$ cat src/rtl/seq_ctrl.sv
// seq_ctrl: fetch/decode/execute sequencer for the phase datapath.
// Drives the 13-bit control word (R, DR, PC, AC, OPR demux, IRAM, WTA, ALU),
// handles IRAM wait states, branch-on-zero, halt, illegal-opcode and timeout
// faults, and counts retired instructions.
// Optional build macro SEQ_STEP_EN: adds a 'step' input that gates each fetch.
module seq_ctrl #(
    parameter int CTRL_W   = 13,
    parameter int WAIT_MAX = 8,
    parameter int CNT_W    = 16
) (
    input  logic              clk,
    input  logic              reset,
    input  logic              start,
    input  logic              mem_ready,
`ifdef SEQ_STEP_EN
    input  logic              step,
`endif
    input  logic [7:0]        instr,
    input  logic              z,
    output logic [CTRL_W-1:0] ctrlsig,
    output logic              busy,
    output logic              halted,
    output logic [1:0]        fault,
    output logic [CNT_W-1:0]  retired,
    output logic [2:0]        state_dbg
);

    typedef enum logic [2:0] {
        S_IDLE   = 3'd0,
        S_FETCH  = 3'd1,
        S_FWAIT  = 3'd2,
        S_DECODE = 3'd3,
        S_EXEC   = 3'd4,
        S_XWAIT  = 3'd5,
        S_HALT   = 3'd6
    } state_t;

    localparam logic [1:0] F_NONE    = 2'b00;
    localparam logic [1:0] F_ILLEGAL = 2'b01;
    localparam logic [1:0] F_TIMEOUT = 2'b10;

    localparam logic [3:0] OP_NOP  = 4'h0;
    localparam logic [3:0] OP_ALU  = 4'h1;
    localparam logic [3:0] OP_LDR  = 4'h2;
    localparam logic [3:0] OP_JMP  = 4'h3;
    localparam logic [3:0] OP_JZ   = 4'h4;
    localparam logic [3:0] OP_OPR  = 4'h5;
    localparam logic [3:0] OP_HALT = 4'hF;

    localparam int              WCNT_W    = $clog2(WAIT_MAX);
    localparam logic [WCNT_W-1:0] WAIT_LAST = WCNT_W'(WAIT_MAX - 1);

    state_t            state, state_nxt;
    logic [WCNT_W-1:0] wait_cnt;
    logic              wait_last;
    logic              z_q;
    logic [1:0]        fault_q, fault_nxt;
    logic [CNT_W-1:0]  retired_q;
    logic [3:0]        opcode;

    // Individual control-word fields, packed into ctrlsig below.
    logic       r_we, dr_we, pc_we, ac_we, iram_rd, wta_en, pc_inc;
    logic [2:0] opr_sel, alu_op;

    // Operand bit 3 carries no meaning for any opcode this sequencer decodes.
    logic unused_operand;
    assign unused_operand = instr[3];

    assign opcode    = instr[7:4];
    assign wait_last = (wait_cnt == WAIT_LAST);

    // State register.
    // NOTE: sequential state uses non-blocking (<=) so every flop samples
    // pre-edge values; blocking here would create order-dependent races.
    always_ff @(posedge clk or negedge reset) begin
        if (!reset) state <= S_IDLE;
        else        state <= state_nxt;
    end

    // Next-state and next-fault decode.
    // NOTE: every output of a combinational block gets a default first so no
    // path leaves it unassigned and no latch is inferred.
    always_comb begin
        state_nxt = state;
        fault_nxt = fault_q;
        case (state)
            S_IDLE:   if (start) state_nxt = S_FETCH;
`ifdef SEQ_STEP_EN
            S_FETCH:  if (step) state_nxt = S_FWAIT;
`else
            S_FETCH:  state_nxt = S_FWAIT;
`endif
            S_FWAIT: begin
                if (mem_ready) begin
                    state_nxt = S_DECODE;
                end else if (wait_last) begin
                    state_nxt = S_HALT;
                    fault_nxt = F_TIMEOUT;
                end
            end
            S_DECODE: begin
                if (opcode == OP_HALT) begin
                    state_nxt = S_HALT;
                    fault_nxt = F_NONE;
                end else if (opcode > OP_OPR) begin
                    state_nxt = S_HALT;
                    fault_nxt = F_ILLEGAL;
                end else begin
                    state_nxt = S_EXEC;
                end
            end
            S_EXEC: begin
                if (opcode == OP_LDR || opcode == OP_JMP || (opcode == OP_JZ && z_q))
                    state_nxt = S_XWAIT;
                else
                    state_nxt = S_FETCH;
            end
            S_XWAIT: begin
                if (mem_ready) begin
                    state_nxt = S_FETCH;
                end else if (wait_last) begin
                    state_nxt = S_HALT;
                    fault_nxt = F_TIMEOUT;
                end
            end
            S_HALT: begin
                if (start) begin
                    state_nxt = S_FETCH;
                    fault_nxt = F_NONE;
                end
            end
            default:  state_nxt = S_IDLE;
        endcase
    end

    // Wait counter, latched zero flag, fault code and retired count.
    always_ff @(posedge clk or negedge reset) begin
        if (!reset) begin
            wait_cnt  <= '0;
            z_q       <= 1'b0;
            fault_q   <= F_NONE;
            retired_q <= '0;
        end else begin
            if (state == S_FETCH || (state == S_EXEC && state_nxt == S_XWAIT))
                wait_cnt <= '0;
            else if ((state == S_FWAIT || state == S_XWAIT) && !mem_ready && !wait_last)
                wait_cnt <= wait_cnt + 1'b1;
            if (state == S_DECODE)
                z_q <= z;
            fault_q <= fault_nxt;
            if ((state == S_EXEC || state == S_XWAIT) && state_nxt == S_FETCH)
                retired_q <= retired_q + 1'b1;
        end
    end

    // Per-state control word decode.
    always_comb begin
        r_we    = 1'b0;
        dr_we   = 1'b0;
        pc_we   = 1'b0;
        ac_we   = 1'b0;
        iram_rd = 1'b0;
        wta_en  = 1'b0;
        pc_inc  = 1'b0;
        opr_sel = 3'd0;
        alu_op  = 3'd0;
        case (state)
`ifdef SEQ_STEP_EN
            S_FETCH: iram_rd = step;
`else
            S_FETCH: iram_rd = 1'b1;
`endif
            S_FWAIT: begin
                iram_rd = 1'b1;
                if (mem_ready) begin
                    dr_we  = 1'b1;
                    pc_inc = 1'b1;
                end
            end
            S_EXEC: begin
                case (opcode)
                    OP_ALU: begin
                        wta_en  = 1'b1;
                        opr_sel = 3'd3;
                        alu_op  = instr[2:0];
                        ac_we   = 1'b1;
                    end
                    OP_OPR:         opr_sel = instr[2:0];
                    OP_LDR, OP_JMP: iram_rd = 1'b1;
                    OP_JZ: begin
                        // Taken branch reads the target word; not taken skips it.
                        if (z_q) iram_rd = 1'b1;
                        else     pc_inc  = 1'b1;
                    end
                    default: ;
                endcase
            end
            S_XWAIT: begin
                iram_rd = 1'b1;
                if (mem_ready) begin
                    if (opcode == OP_LDR) begin
                        r_we   = 1'b1;
                        pc_inc = 1'b1;
                    end else begin
                        pc_we  = 1'b1;
                    end
                end
            end
            default: ;
        endcase
    end

    assign ctrlsig   = {pc_inc, alu_op, wta_en, iram_rd, opr_sel, ac_we, pc_we, dr_we, r_we};
    assign busy      = (state != S_IDLE) && (state != S_HALT);
    assign halted    = (state == S_HALT);
    assign fault     = fault_q;
    assign retired   = retired_q;
    assign state_dbg = state;

endmodule

$ cat config.mk
export PLATFORM = sky130hd
export DESIGN_NAME = seq_ctrl
export DESIGN_NICKNAME = d
export VERILOG_FILES = /design/src/rtl/seq_ctrl.sv
export SDC_FILE = /design/constraint.sdc
export NUM_CORES = 1
export LEC_CHECK = 0
export CAP_MARGIN = 20
export CORE_MARGIN = 5
export CORE_UTILIZATION = 40
export CTS_BUF_LIST = sky130_fd_sc_hd__clkbuf_4 sky130_fd_sc_hd__clkbuf_8
export CTS_CLUSTER_SIZE = 24
export DETAILED_ROUTE_END_ITERATION = 12
export PLACE_DENSITY = 0.72
export SLEW_MARGIN = 10
export SYNTH_ARGS = -nofsm -noshare
export SYNTH_HDL_FRONTEND = slang
export SYNTH_SLANG_ARGS = --single-unit
export TNS_END_PERCENT = 30
$ cat constraint.sdc
create_clock -name clk -period 1.7 [get_ports clk]
set_clock_uncertainty 0.15 [all_clocks]
set_input_delay 0.34 -clock clk [delete_from_list [all_inputs] [get_ports clk]]
set_output_delay 0.34 -clock clk [all_outputs]
set_load 0.02 [all_outputs]
==> flow_metrics.tcl <==
set metrics [dict create \
    slowest_delay_ns 0.44 \
    crit_type "reg2out" \
    diodes 0 \
    gp_congestion 0.858 \
    ant_nets 0 \
    clk_pin_slew_worst_paths_ns 0.09 \
    grt_pass1_wl_mm 7.62 \
    antenna_found_initial 0 \
    cpLargestDelayFamily "simple AND/OR/NAND/NOR gates" \
    syn_area_sq_um 1710 \
    ys_warn_count 0 \
    viasPerCell 5.20 \
    path_buf_inv 2 \
    cp_max_fo 5 \
    crit_required_ns 1.21 \
    dp_hpwl_mm 3.29 \
    finalWorstSetupSlack_ns -0.390 \
    r2r-end "wait_cnt[0]$_DFFE_PN0P_" \
    max_slew_margin_pct 75.8 \
    finalCritPeriodShare_pct 123 \
    synth-seq-cells 25 \
    die-area_sq_um 5680 \
    cap_viol_max_count 0 \
    status "complete, but fails checks" \
    r2r_cells 7 \
    final_common_cell "buf_4" \
    drc_errors 0 \
    drv_slew 0 \
    num_vias 1608 \
    seq_area_sq_um 629 \
    setup-violations-final 36 \
    vdd_drop_max_uv 751 \
    fp.dieH_microns 75.3 \
    grt_pass1_vias 1640 \
    grt_usage_pct 17.2 \
    io_pins 49 \
    die_width_microns 75.3 \
    hold_viol 0 \
    h-tree-depth 1 \
    synth_edf_count 0 \
    num_rows 23 \
    place_ws_ns -0.896 \
    drt-initial-drc-count 49 \
    min_period_ns 2.09 \
    clk_latency_ns 0.27 \
    synthArstFlopShare_pct 100 \
    violations "setup timing" \
    yosysUniqueCellTypes 51 \
    path_cells "and2b_2 > buf_4 > or3_4 > buf_6" \
    cts_buffer_depth 2 \
    cts_tree "yes" \
    r2r_start "state_dbg[1]$_DFF_PN0_" \
    nNetsFinal 276 \
    synth_area_leaders "dfrtp_1 37%, xor2_1 5.6%, nor4_2 5.1%" \
    grt_start_max_net_pins 26 \
    nFillCells 343 \
    hold_class "in2async" \
    area_delta_synth_final_pct 57.8 \
    finalSetupTns_ns -6.70 \
    synth_cells 173 \
    seq_area_frac_synth_pct 36.6 \
    numPortBuffers 47 \
    synth_top_area_share_pct 36.6 \
    drive_gt1_share_pct 45.9 \
    syn_nets 189 \
    max_freq_mhz 479 \
    finalWirelength_mm 4.61 \
    fp.coreArea_sq_um 4060 \
    worstMarginPinSlew_ns 0.363 \
    critPathSlowestCell "dfrtp_2" \
    start_util_pct 42.1 \
    final_cell_mix "48 x buf_4, 23 x dlygate4sd2_1, 22 x dfrtp_1, 13 x buf_6, 11 x xor2_1" \
    multiInputGateArea_sq_um 1110 \
    synth_largest_area_cell "dfrtp_1" \
    cts.sinks 25 \
    cts_buffers 3 \
    rsz0062_at_grt "yes" \
    start_kind "register" \
    avgRoutedWirePerCell_microns 14.9 \
    worstPathArrival_ns 1.60 \
    power_per_cell_area_nw_per_um2 1280 \
    synth_area_per_cell_sq_um 9.87 \
    endpoint_kind "output port" \
    firstDrtPassIters 4 \
    power.leakage_uw 0.00131 \
    rrSetupSlack_ns -0.22 \
    synthFlopType "dfrtp_1" \
    cts_root_buffer "clkbuf_8" \
    grt_overflow 0 \
]
-- cell families after synthesis --
group | count (synthesis) | share of synthesized area [%]
AND/OR/NAND/NOR | 73 | 28.6
AO/OA/AOI/OAI | 28 | 13.0
flip-flops | 25 | 36.6
buffers and inverters | 22 | 7.47
XOR/XNOR | 16 | 8.20
multiplexers | 6 | 3.81
adder cells (fa/ha/maj) | 3 | 2.20
-- flip-flops by register name, indices dropped and copies added, names as in the netlist --
name and cells:
fault 2, retired 16, state_dbg 3, wait_cnt 3, z_q 1
-- power by group --
group / total, uW / switching (uW) / internal (uW)
sequential: 903 / 148 / 756
combinational: 2170 / 1070 / 1090
clock: 368 / 201 / 166
-- metrics by stage --
stage	std cells	util, %	hold WS [ns]	cell area [sq um]	total power (uW)
floorplan	173	-	-0.106	1730	2040
global placement	301	61.9	0.307	2510	2880
detailed placement	301	61.9	0.307	2510	2910
CTS	307	64.6	0.285	2620	3340
global route	309	66.4	0.303	2700	3670
finish	309	66.4	0.273	2700	3440
-- layout make-up --
type,count,share of cell area [%]
sequential,25,23.4
tap,50,2.32
clock buffer,3,1.53
inverter,9,1.30
timing repair buffer,95,30.0
multi-input combinational,126,41.2
clock inverter,1,0.279
-- what timing repair did --
item                       in CTS  in global routing
buffers inserted                2                  2
gates cloned                    0                  0
hold buffers                    0                  0
pin swaps                      17                  7
resized for setup             132                 20
setup endpoints to repair      58                 39
-- worst max path at each step --
stage                           startpoint          end  slack, ns  cells past startpoint
floorplan           state_dbg[1]$_DFF_PN0_   ctrlsig[4]      -0.18                      3
global placement                  instr[5]   ctrlsig[7]      -0.87                      5
detailed placement                instr[6]  ctrlsig[12]      -0.90                      6
CTS                 state_dbg[2]$_DFF_PN0_         busy      -0.38                      4
global route        state_dbg[2]$_DFF_PN0_         busy      -0.43                      4
finish              state_dbg[2]$_DFF_PN0_         busy      -0.39                      4
-- synth_stat cells, drive strengths merged, types with 3 or more instances --
cell,instances
dfrtp,25
buf,12
a21oi,11
xor2,11
nand3,10
nor2,10
nand2,9
inv,8
nor3,7
nor4,7
nand2b,5
xnor2,5
and3,4
mux2,4
nand4,4
ha,3
o21ai,3
-- metal layers --
metal	global-route usage, %	share of wire [%]	vias up
met3	2.51	5.6	7
met1	23.7	45	766
met4	6.41	1.5	0
met5	0	0	-
li1	-	-	792
met2	27.6	48	43
Note: power is estimated with default switching activity, not from simulation.
